File: src/rtl/pipe_stage_skid.sv
// rtl/pipe_stage_skid.sv - valid/ready pipeline register with 2-entry skid buffer and sync flush
// Optional perf counters enabled by defining PIPE_STAGE_PERF_EN.
module pipe_stage_skid #(
  parameter int                 DATA_W    = 64,
  parameter logic [DATA_W-1:0]  FLUSH_VAL = '0,
  parameter int                 CNT_W     = 16
) (
  input  logic              clk_i,
  input  logic              rst_i,
  input  logic              flush_i,
  input  logic              in_valid_i,
  output logic              in_ready_o,
  input  logic [DATA_W-1:0] in_data_i,
  output logic              out_valid_o,
  input  logic              out_ready_i,
  output logic [DATA_W-1:0] out_data_o,
  output logic [CNT_W-1:0]  stall_cnt_o,
  output logic [CNT_W-1:0]  flush_cnt_o
);

  typedef enum logic [1:0] {
    ST_EMPTY = 2'd0,
    ST_ONE   = 2'd1,
    ST_FULL  = 2'd2
  } state_e;

  state_e             state_q, state_d;
  logic [DATA_W-1:0]  main_q, main_d;
  logic [DATA_W-1:0]  skid_q, skid_d;
  logic               in_ready_q, in_ready_d;
  logic               out_valid_q, out_valid_d;

  logic in_fire;
  logic out_fire;

  assign in_fire  = in_valid_i & in_ready_q;
  assign out_fire = out_valid_q & out_ready_i;

  always_ff @(posedge clk_i or negedge rst_i) begin
    if (!rst_i) begin
      state_q     <= ST_EMPTY;
      main_q      <= '0;
      skid_q      <= '0;
      in_ready_q  <= 1'b1;
      out_valid_q <= 1'b0;
    end else begin
      state_q     <= state_d;
      main_q      <= main_d;
      skid_q      <= skid_d;
      in_ready_q  <= in_ready_d;
      out_valid_q <= out_valid_d;
    end
  end

  always_comb begin
    state_d = state_q;
    main_d  = main_q;
    skid_d  = skid_q;
    case (state_q)
      ST_EMPTY: begin
        if (in_fire) begin
          state_d = ST_ONE;
          main_d  = in_data_i;
        end
      end
      ST_ONE: begin
        if (in_fire && out_fire) begin
          main_d = in_data_i;
        end else if (in_fire) begin
          state_d = ST_FULL;
          skid_d  = in_data_i;
        end else if (out_fire) begin
          state_d = ST_EMPTY;
        end
      end
      ST_FULL: begin
        if (out_fire) begin
          state_d = ST_ONE;
          main_d  = skid_q;
        end
      end
      default: begin
        state_d = ST_EMPTY;
      end
    endcase
    // Flush wins over any same-cycle transfer; the upstream payload is dropped.
    if (flush_i) begin
      state_d = ST_EMPTY;
      main_d  = FLUSH_VAL;
      skid_d  = FLUSH_VAL;
    end
    in_ready_d  = (state_d != ST_FULL);
    out_valid_d = (state_d != ST_EMPTY);
  end

  assign in_ready_o  = in_ready_q;
  assign out_valid_o = out_valid_q;
  assign out_data_o  = main_q;

`ifdef PIPE_STAGE_PERF_EN
  localparam logic [CNT_W-1:0] CNT_ONE = {{(CNT_W-1){1'b0}}, 1'b1};
  localparam logic [CNT_W-1:0] CNT_MAX = {CNT_W{1'b1}};

  logic [CNT_W-1:0] stall_cnt_q, stall_cnt_d;
  logic [CNT_W-1:0] flush_cnt_q, flush_cnt_d;

  always_comb begin
    stall_cnt_d = stall_cnt_q;
    flush_cnt_d = flush_cnt_q;
    if (out_valid_q && !out_ready_i && (stall_cnt_q != CNT_MAX)) begin
      stall_cnt_d = stall_cnt_q + CNT_ONE;
    end
    if (flush_i && (state_q != ST_EMPTY) && (flush_cnt_q != CNT_MAX)) begin
      flush_cnt_d = flush_cnt_q + CNT_ONE;
    end
  end

  always_ff @(posedge clk_i or negedge rst_i) begin
    if (!rst_i) begin
      stall_cnt_q <= '0;
      flush_cnt_q <= '0;
    end else begin
      stall_cnt_q <= stall_cnt_d;
      flush_cnt_q <= flush_cnt_d;
    end
  end

  assign stall_cnt_o = stall_cnt_q;
  assign flush_cnt_o = flush_cnt_q;
`else
  assign stall_cnt_o = '0;
  assign flush_cnt_o = '0;
`endif

endmodule
File: config.mk
export PLATFORM = sky130hd
export DESIGN_NAME = pipe_stage_skid
export DESIGN_NICKNAME = d
export VERILOG_FILES = /design/src/rtl/pipe_stage_skid.sv
export SDC_FILE = /design/constraint.sdc
export NUM_CORES = 1
export LEC_CHECK = 0
export ABC_AREA = 1
export ABC_CLOCK_PERIOD_IN_PS = 1800
export BUFFER_PORTS_ARGS = -buffer_cell sky130_fd_sc_hd__buf_2
export CORE_MARGIN = 2
export CORE_UTILIZATION = 54
export DETAILED_ROUTE_END_ITERATION = 6
export PLACE_DENSITY = 0.81
export SYNTH_ARGS = -nofsm -noshare
export SYNTH_HDL_FRONTEND = slang
export SYNTH_SLANG_ARGS = --single-unit
File: constraint.sdc
create_clock -name clk_i -period 1.8 [get_ports clk_i]
set_input_delay 0.36 -clock clk_i [delete_from_list [all_inputs] [get_ports clk_i]]
set_output_delay 0.36 -clock clk_i [all_outputs]
set_load 0.05 [all_outputs]
; Word-level counts from Yosys, hierarchy flattened
; Index checks and enable logic that the tools add are counted.
; Widths: inputs -> output; s select.
[totals]
regBits = 132
word_cells = 37
out_inout_bits = 98
in_bits = 69
[op_classes]
eq_ne = 7
muxes = 15
reduce_logical = 8
bitwise_logic = 2
[op_table]
columns = op, count
row1 = $mux 64, 7
row2 = $pmux 64 s3, 1
row3 = $mux 2, 6
row4 = $ne 3x3->1 const B, 3
row5 = $pmux 2 s3, 1
row6 = $reduce_bool 2->1, 3
row7 = $ne 2x2->1 const B, 2
row8 = $reduce_and 4->1, 1
row9 = $reduce_bool 4->1, 1
row10 = $reduce_and 3->1, 1
row11 = $and 1x1->1, 2
row12 = $eq 2x1->1 const B, 1
row13 = $eq 2x2->1 const B, 1
row14 = $logic_not 2->1, 1
row15 = $logic_and 1x1->1, 1

; Logic depth before layout (Yosys ltp)
; Gate-level depths: netlist of the first run.
[logic_depth]
word_depth = 7
depth_mapped = 8
depth_no_buf = 7

; Least setup slack after synthesis of the first run
; Ideal clock, no wire load.
[synth_timing]
kind = flip-flop to flip-flop
startpoint = reg in_ready_q, in the netlist in_ready_o
endpoint = reg skid_q[10]
period_less_slack_ns = 1.645
path_stages_with_launch = 7
slack_ns = 0.155
setup_ns = 0.118
arrival_ns = 1.527
required_ns = 1.682
n_path_buf = 1
path_cell_list = dfstp_2 nand2_1 nor3_2 nand2_1 clkbuf_1 nand3_1 nand2_1
[synth_between]
elab_chain_len = 4
word_cells_on_any_way = 5
cone_classes = eq/ne: 1 / bitwise: 1 / reduce/logical: 3
[synth_lines]
columns = element, line
row1 = from (decl), 30  ; logic in_ready_q, in_ready_d;
row2 = from (signal assigned), 50  ; in_ready_q <= in_ready_d;
row3 = $and 1x1->1 (*), 36  ; assign in_fire = in_valid_i & in_ready_q;
row4 = $logic_and 1x1->1, 67  ; if (in_fire && out_fire) begin
row5 = $ne 2x2->1 (no source line), -
row6 = $reduce_and 3->1 (no source line) (*), -
row7 = to (signal assigned), 49  ; skid_q <= skid_d;
row8 = to (decl), 29  ; logic [DATA_W-1:0] skid_q, skid_d;
; Mark *: on every way between the ends. The rest lies on a longest branch, timed or not.
; A chain may end at the register's enable or synchronous reset.

; Final worst setup path of the first run
[layout_timing]
startpoint = reg in_ready_q, in the netlist in_ready_o
endpoint = reg skid_q[34]
; Same word-level chain as after synthesis.

==> results_dict.tcl, run 1 <==
set metrics [dict create \
    wire_per_inst_um 16.16 \
    fin_skew_ns 0.007481 \
    total_power_w 0.009949 \
    cpPeakStageDelay_ns 0.53 \
    status "finished, final reports clean" \
    grt_pass1_wl_um 29510 \
    pre_cts_slack_ns 0.1069 \
    drv_slew 0 \
    cts_buffers 17 \
    tightestPinTransition_ns 0.5459 \
    synth_warnings 0 \
    startpoint_type "flip-flop" \
    synth_top_cells_by_area "dfrtp_1 50%, nand3_1 20%, nand2_1 15%" \
    rsz0062_at_grt "no" \
    whs_endpoint "skid_q[12]" \
    cts_tree "built" \
    gp_congestion 0.8127 \
    synthDistinctLibCells 17 \
    die_area_mm2 0.01308 \
    synth_most_common_cell "nand2_1" \
    synth_edf_count 0 \
    wl_met2_um 8667 \
    hold_viol_final 0 \
    synth.top_cell.area_share_pct 49.84 \
    crit_fanout 22 \
    seqCellArea_mm2 0.003306 \
    post-route-period-util_pct 89.81 \
    via_per_inst 5.761 \
    grtUsageTotal_pct 28.92 \
    rr_worst_depth 7 \
    route.met3.wl_um 1576 \
    worstHoldStart "in_data_i[12]" \
    ant_nets 0 \
    ys.flop_type "dfrtp_1" \
    cp_cell_sequence "nand2_1 > buf_4 > nor3_4 > nand2_2 > buf_4 > nand3_1 > nand2_1" \
    vdd_drop_max_mv 0.9263 \
    final_cells 1122 \
    avgSynthCellArea_um2 7.784 \
    wl_met1_um 7361 \
    hp-class "in2reg" \
    drc 0 \
    path_clk_slew_ns 0.06 \
    fillCellCount 1041 \
    multi_input_area_mm2 0.002816 \
    drive_above_1_share_pct 22.05 \
    tns_ns 0 \
    syn_inst 845 \
    syn_area_mm2 0.006578 \
    async_flop_share_pct 100.0 \
    setup_violations 0 \
    min_period_ns 1.616 \
    ff2ff_setup_slack_ns 0.18 \
    die_h_um 114.4 \
    cp-end-kind "flip-flop" \
    final_util_pct 66.78 \
    drt_iter0_markers 894 \
    clkLatencyLatePin_ns 0.43 \
    fmax_ghz 0.6186 \
    place_inst 1085 \
    slew_headroom_pct 63.61 \
    clockBufferDepth 2 \
    yosysTopAreaCell "dfrtp_1" \
    p_per_area_mw_per_mm2 1246 \
    dp_hpwl_um 10990 \
    antenna_cells 0 \
    rr_endpoint "skid_q[34]" \
    grt_max_degree 65 \
    num_vias 6464 \
    core_mm2 0.01196 \
    crit_arrival_ns 1.93 \
    portBuffers 134 \
    max-cap-violations 0 \
    hold_path_depth 3 \
    firstDrtPassIters 6 \
    critPathRequiredTime_ns 2.11 \
    antenna_found_initial 0 \
    cts_root_buffer "clkbuf_16" \
    crit_slowest_cell "dfstp_2" \
    synth_common_cells "266 x nand2_1, 260 x nand3_1, 131 x dfrtp_1, 66 x a21oi_1, 42 x buf_2" \
    rows 40 \
    syn_to_final_growth_pct 21.44 \
    cts_num_sinks 132 \
    die_x_um 114.4 \
    grt_pass1_vias 5867 \
    ys_seq_elements 132 \
    totalWireLength_um 18140 \
    setup_ws_ns 0.1835 \
    io_pins 167 \
    final_nets 1031 \
    h-tree-depth 4 \
    startpoint "in_ready_o" \
    r2r_start "in_ready_o" \
    synth.yosys.seq_area_share_pct 50.24 \
    grt_overflow 0 \
    p_leak_nw 4.470 \
    start_util_pct 54.99 \
    path_class "reg2reg" \
    routed.top_layer "met4" \
]
## repair_timing
action | CTS | global route
buffers inserted | 0 | 4
hold buffers | 1 | 0
endpoints found under the setup margin | 0 | 3
endpoints found under the hold margin | 34 | 0
resized for setup | 0 | 1
## critical path, delay by kind of cell (launching register included)
family | cells | cell delay [ns]
flops | 1 | 0.53
buf+inv | 2 | 0.38
simple gates | 5 | 0.57
## stage by stage
| stage | instance area [um^2] | hold slack, ns |
|---|---|---|
| 2_1_floorplan | 6694 | 0.06441 |
| 3_3_place_gp | 7318 | 0.2894 |
| 3_5_place_dp | 7318 | 0.2891 |
| 4_1_cts | 7941 | 0.1606 |
| 5_1_grt | 7988 | 0.1774 |
| 6_report | 7988 | 0.1778 |
## how the worst max path moves through the flow
stage | slack [ns] | end
final | 0.18 | skid_q[34]
after global routing | 0.07 | skid_q[54]
after CTS | 0.10 | out_data_o[47]
after detailed placement | 0.11 | out_data_o[46]
after global placement | 0.15 | out_data_o[14]
after floorplan | 0.16 | skid_q[10]
## state kept, by name, summed over array words and instances, names as in the netlist
| signal | flops |
|---|---|
| out_valid_o | 1 |
| out_data_o | 64 |
| in_ready_o | 1 |
| state_q | 2 |
| skid_q | 64 |
## kinds of logic after synthesis
kind of cell	after synthesis	synth area share [%]
buffers and inverters	113	9.131
DFF	132	50.24
AOI/OAI and AO/OA	67	5.098
other	1	0.05701
and+or+nand+nor	532	35.48
## report_power, final
part	internal [W]	total (W)	switching (W)	leakage, nW
Combinational	0.000654	0.00285	0.00220	2.41
Clock	0.00231	0.00357	0.00126	0.299
Sequential	0.00333	0.00352	0.000197	1.76
Total	0.00629	0.00995	0.00366	4.47
## routing by layer
metal,vias to the layer above,GRT usage [%]
met5,-,0
met4,0,12.20
met1,3042,38.05
met2,388,45.44
li1,2983,-
met3,51,7.941
## placed cells by master (no fill, tap or decap)
cell / Yosys / layout
nand2_1: 266 / 264
nand3_1: 260 / 260
buf_2: 42 / 133
dfrtp_1: 131 / 130
a21oi_1: 66 / 66
buf_4: 33 / 33
conb_1: 1 / 32
clkbuf_16: 0 / 17
buf_12: 0 / 5
inv_2: 2 / 4
clkinv_2: 0 / 4
clkbuf_8: 0 / 4
nand2_2: 1 / 3
nor2_1: 3 / 3
bufinv_16: 0 / 3
inv_1: 4 / 2
clkinvlp_4: 0 / 2
clkbuf_1: 30 / 2
buf_6: 0 / 2
nor3_4: 0 / 1
nor2_4: 0 / 1
o21ai_4: 0 / 1
dlygate4sd3_1: 0 / 1
dfstp_2: 1 / 1
dfrtp_2: 0 / 1
## area by class of cell
type                    instances  share of cell area [%]
repair buffers                174                   13.10
clock buffers                  23                   6.109
multi-input cells             631                   35.26
inverters                       6                  0.2820
clock inverters                 9                   1.566
flip-flops and latches        132                   41.38
well taps                     147                   2.303
No activity file was read; power rests on OpenSTA's default activity.
==> inputs of run 2 (changes only) <==
--- a/config.mk
+++ b/config.mk
@@ -12,6 +12,7 @@
 export CORE_UTILIZATION = 54
 export DETAILED_ROUTE_END_ITERATION = 6
 export PLACE_DENSITY = 0.81
+export REMOVE_ABC_BUFFERS = 1
 export SYNTH_ARGS = -nofsm -noshare
 export SYNTH_HDL_FRONTEND = slang
 export SYNTH_SLANG_ARGS = --single-unit
==> results_dict.tcl, run 2 (same netlist as run 1, synthesis figures left out) <==
set metrics [dict create \
    status "finished, final reports clean" \
    post_cts_resized 0 \
    rsz0062_at_grt "no" \
    rr_worst_depth 6 \
    h-tree-depth 4 \
    gp_congestion 0.8073 \
    fillCellCount 1005 \
    portBuffers 134 \
    crit_path_end "skid_q[45]" \
    min_period_ns 1.627 \
    cp-end-kind "flip-flop" \
    final_util_pct 66.62 \
    die_h_um 114.4 \
    start_util_pct 54.99 \
    layout_commonest_cell "nand2_1" \
    final_nets 1019 \
    ff2ff_setup_slack_ns 0.17 \
    path_class "reg2reg" \
    core_mm2 0.01196 \
    setup_violations 0 \
    crit_fanout 42 \
    vdd_drop_max_mv 0.5574 \
    grt_pass1_wl_um 28100 \
    pre_cts_slack_ns 0.2092 \
    slew_headroom_pct 53.93 \
    cts_root_buffer "clkbuf_16" \
    io_pins 167 \
    grt_max_degree 65 \
    drc 0 \
    totalWireLength_um 17320 \
    grtUsageTotal_pct 27.20 \
    drv_slew 0 \
    die_x_um 114.4 \
    hold_slack_ns 0.1906 \
    dp_hpwl_um 10460 \
    path_clk_slew_ns 0.06 \
    mostFrequentLayoutCells "264 x nand2_1, 260 x nand3_1, 133 x buf_2, 130 x dfrtp_1, 66 x a21oi_1" \
    fmax_ghz 0.6148 \
    startpoint_type "flip-flop" \
    clockBufferDepth 2 \
    drt_iter0_markers 547 \
    via_per_inst 5.595 \
    cts_tree "built" \
    syn_to_final_growth_pct 21.15 \
    tns_ns 0 \
    drive_above_1_share_pct 21.18 \
    firstDrtPassIters 6 \
    max-cap-violations 0 \
    tightestPinTransition_ns 0.6911 \
    hold_path_depth 3 \
    die_area_mm2 0.01308 \
    ant_nets 0 \
    rr_endpoint "skid_q[45]" \
    critPathRequiredTime_ns 2.09 \
    clkLatencyLatePin_ns 0.42 \
    fin_skew_ns 0.006752 \
    cts_num_sinks 132 \
    p_leak_nw 4.428 \
    crit_arrival_ns 1.92 \
    antenna_found_initial 1 \
    startpoint "in_ready_o" \
    num_vias 6216 \
    wire_per_inst_um 15.59 \
    total_power_w 0.01000 \
    cts_buffers 17 \
    rows 40 \
    setup_ws_ns 0.1734 \
    r2r_start "in_ready_o" \
    hp-class "in2reg" \
    grt_pass1_vias 5729 \
    grt_overflow 0 \
    post-route-period-util_pct 90.36 \
    hold_viol_final 0 \
    p_per_area_mw_per_mm2 1255 \
]
[run 2: cell type report]
type / instances / area, um^2 / area share (%)
timing repair buffer: 162 / 1002 / 12.58
clock buffer: 20 / 456.7 / 5.731
antenna: 1 / 2.502 / 0.03140
sequential: 132 / 3306 / 41.48
tap: 147 / 183.9 / 2.308
clock inverter: 12 / 178.9 / 2.245
multi-input combinational: 631 / 2816 / 35.34
inverter: 6 / 22.52 / 0.2826
[run 2: repair_timing]
item	in CTS	in global routing
setup buffers	0	0
hold buffers	1	0
hold endpoints to repair	43	0
[run 2: critical path, stage by stage, from the launching register on]
cell and delay (ns):
dfstp_2 0.54, nand2_1 0.14, nor3_4 0.23, nand2_2 0.08, buf_4 0.29, nand3_1 0.14, nand2_1 0.08
[run 2: how the worst min path moves through the flow]
stage	start	endpoint	slack [ns]
6_report	in_data_i[60]	skid_q[60]	0.19
5_1_grt	in_data_i[49]	skid_q[49]	0.19
4_1_cts	in_data_i[13]	skid_q[13]	0.18
3_5_place_dp	rst_i	out_data_o[20]	0.32
3_3_place_gp	rst_i	out_data_o[20]	0.32
2_1_floorplan	rst_i	out_data_o[0]	0.06
[run 2: power breakdown]
group	internal, W	leakage [nW]	switching [W]
sequential	0.00332	1.76	0.000189
combinational	0.000639	2.36	0.00217
clock	0.00239	0.302	0.00129
total	0.00636	4.43	0.00365
[run 2: per-layer routing]
metal / share of wire (%) / vias to the layer above / track usage [%]
met5: 0 / - / 0
met4: 1.8 / 0 / 8.455
met3: 8.2 / 28 / 7.094
met2: 48 / 319 / 44.13
met1: 42 / 2910 / 36.07
li1: - / 2959 / -
[run 2: metrics by stage]
step | instance area (um^2) | instances
2_1_floorplan | 6116 | 769
3_3_place_gp | 7321 | 1077
3_5_place_dp | 7321 | 1077
4_1_cts | 7966 | 1110
5_1_grt | 7966 | 1110
6_report | 7969 | 1111
==> inputs of run 3 (changes only) <==
--- a/config.mk
+++ b/config.mk
@@ -11,6 +11,7 @@
 export CORE_MARGIN = 2
 export CORE_UTILIZATION = 54
 export DETAILED_ROUTE_END_ITERATION = 6
+export MAX_ROUTING_LAYER = met4
 export PLACE_DENSITY = 0.81
 export REMOVE_ABC_BUFFERS = 1
 export SYNTH_ARGS = -nofsm -noshare
==> results_dict.tcl, run 3 (same netlist as run 1, synthesis figures left out) <==
set metrics [dict create \
    status "finished, final reports clean" \
    routed.top_layer "met4" \
    p_per_area_mw_per_mm2 1256 \
    die_area_mm2 0.01308 \
    crit_arrival_ns 1.98 \
    drive_above_1_share_pct 21.18 \
    hold_viol_final 0 \
    grt_pass1_wl_um 28090 \
    vdd_drop_max_mv 0.5575 \
    cts_num_sinks 132 \
    dp_hpwl_um 10460 \
    die_h_um 114.4 \
    syn_to_final_growth_pct 21.15 \
    via_per_inst 5.624 \
    final_nets 1019 \
    grt_max_degree 65 \
    crit_fanout 34 \
    startpoint_type "flip-flop" \
    cpPeakStageDelay_ns 0.54 \
    start_util_pct 54.99 \
    p_comb_share_pct 28.0 \
    mostFrequentLayoutCells "264 x nand2_1, 260 x nand3_1, 133 x buf_2, 130 x dfrtp_1, 66 x a21oi_1" \
    firstDrtPassIters 5 \
    io_pins 167 \
    ant_nets 0 \
    wl_met2_um 8407 \
    layout_commonest_cell "nand2_1" \
    grt_pass1_vias 5739 \
    cts_buffers 17 \
    clockBufferDepth 2 \
    fin_skew_ns 0.006328 \
    path_clk_slew_ns 0.06 \
    totalWireLength_um 17360 \
    tightestPinTransition_ns 0.6952 \
    core_mm2 0.01196 \
    multi_input_area_mm2 0.002816 \
    final_cells 1111 \
    cts_root_buffer "clkbuf_16" \
    final_util_pct 66.62 \
    drc 0 \
    clock_power_share_pct 36.9 \
    path_class "reg2reg" \
    antenna_found_initial 1 \
    cts_hold_buf 1 \
    num_vias 6248 \
    die_x_um 114.4 \
    p_switching_w 0.003653 \
    switching_share_pct 36.50 \
    cp-end-kind "flip-flop" \
    post_cts_resized 0 \
    critPathRequiredTime_ns 2.15 \
    seqCellArea_mm2 0.003306 \
    fmax_ghz 0.6144 \
    fillCellCount 1005 \
    portBuffers 134 \
    place_inst 1077 \
    cts_tree "built" \
    wl_met1_um 7299 \
    drv_slew 0 \
    slew_headroom_pct 53.65 \
    route.met3.wl_um 1347 \
    h-tree-depth 4 \
    rows 40 \
    rsz0062_at_grt "no" \
    p_int_w 0.006355 \
    total_power_w 0.01001 \
    crit_slowest_cell "dfstp_2" \
    wire_per_inst_um 15.62 \
    drt_iter0_markers 574 \
    p_leak_nw 4.428 \
    cp_cell_sequence "nand2_1 > nor3_4 > buf_12 > buf_12 > nand3_1 > nand2_1" \
    post-route-period-util_pct 90.43 \
    setup_violations 0 \
    p_seq_share_pct 35.1 \
    gp_congestion 0.8192 \
    clkLatencyLatePin_ns 0.42 \
    grt_overflow 0 \
    grtUsageTotal_pct 27.94 \
    min_period_ns 1.628 \
    hp-class "in2reg" \
    cts_setup_buffers 0 \
    max-cap-violations 0 \
]
-- run 3: cell counts in the layout (fill, tap and decap cells not counted) --
No cell type changed its count.
-- run 3: critical path: cells and delay by family, from the launching register on --
kind | cells | cell delay (ns)
DFF | 1 | 0.54
and+or+nand+nor | 4 | 0.56
buffers and inverters | 2 | 0.45
-- run 3: through the flow --
step	worst slack, ns	instance area, um^2	setup TNS [ns]	hold slack (ns)
2_1_floorplan	-3.251	6116	-420.75	0.06441
3_3_place_gp	0.2703	7321	0	0.3221
3_5_place_dp	0.2092	7321	0	0.3238
4_1_cts	0.1881	7966	0	0.1773
5_1_grt	0.09739	7969	0	0.1923
6_report	0.1723	7969	0	0.1878
-- run 3: power by group through the flow --
| stage | clock (W) | combinational [W] | sequential, W |
|---|---|---|---|
| 4_1_cts | 0.00371 | 0.00281 | 0.00351 |
| 3_3_place_gp | 0 | 0.00277 | 0.00355 |
| 3_5_place_dp | 0 | 0.00280 | 0.00356 |
| 6_report | 0.00369 | 0.00280 | 0.00352 |
| 5_1_grt | 0.00387 | 0.00299 | 0.00356 |
| 2_1_floorplan | 0 | 0.000925 | 0.00448 |
-- run 3: path summary, 6_finish.rpt --
kind | cells after the start | slack, ns | end | startpoint
setup / recovery | 6 | 0.17 | skid_q[22] | in_ready_o
hold / removal | 3 | 0.19 | skid_q[31] | in_data_i[31]
setup reg to reg | 6 | 0.17 | skid_q[22] | in_ready_o
hold reg to reg | 2 | 0.46 | out_data_o[30] | out_data_o[30]
max in group asynchronous | 3 | 0.76 | in_ready_o | rst_i
min in group asynchronous | 2 | 0.45 | out_data_o[20] | rst_i
-- run 3: per-layer routing --
layer,vias to the layer above,GRT usage (%)
met4,0,8.699
li1,2959,-
met2,318,44.48
met3,29,6.511
met1,2942,35.82
met5,-,-
-- run 3: cell type report --
cell class	count	share of cell area, %
Timing Repair Buffer	162	12.58
Antenna cell	1	0.03140
Inverter	6	0.2826
Clock inverter	12	2.245
Clock buffer	20	5.731
Multi-Input combinational cell	631	35.34
Sequential cell	132	41.48
Tap cell	147	2.308
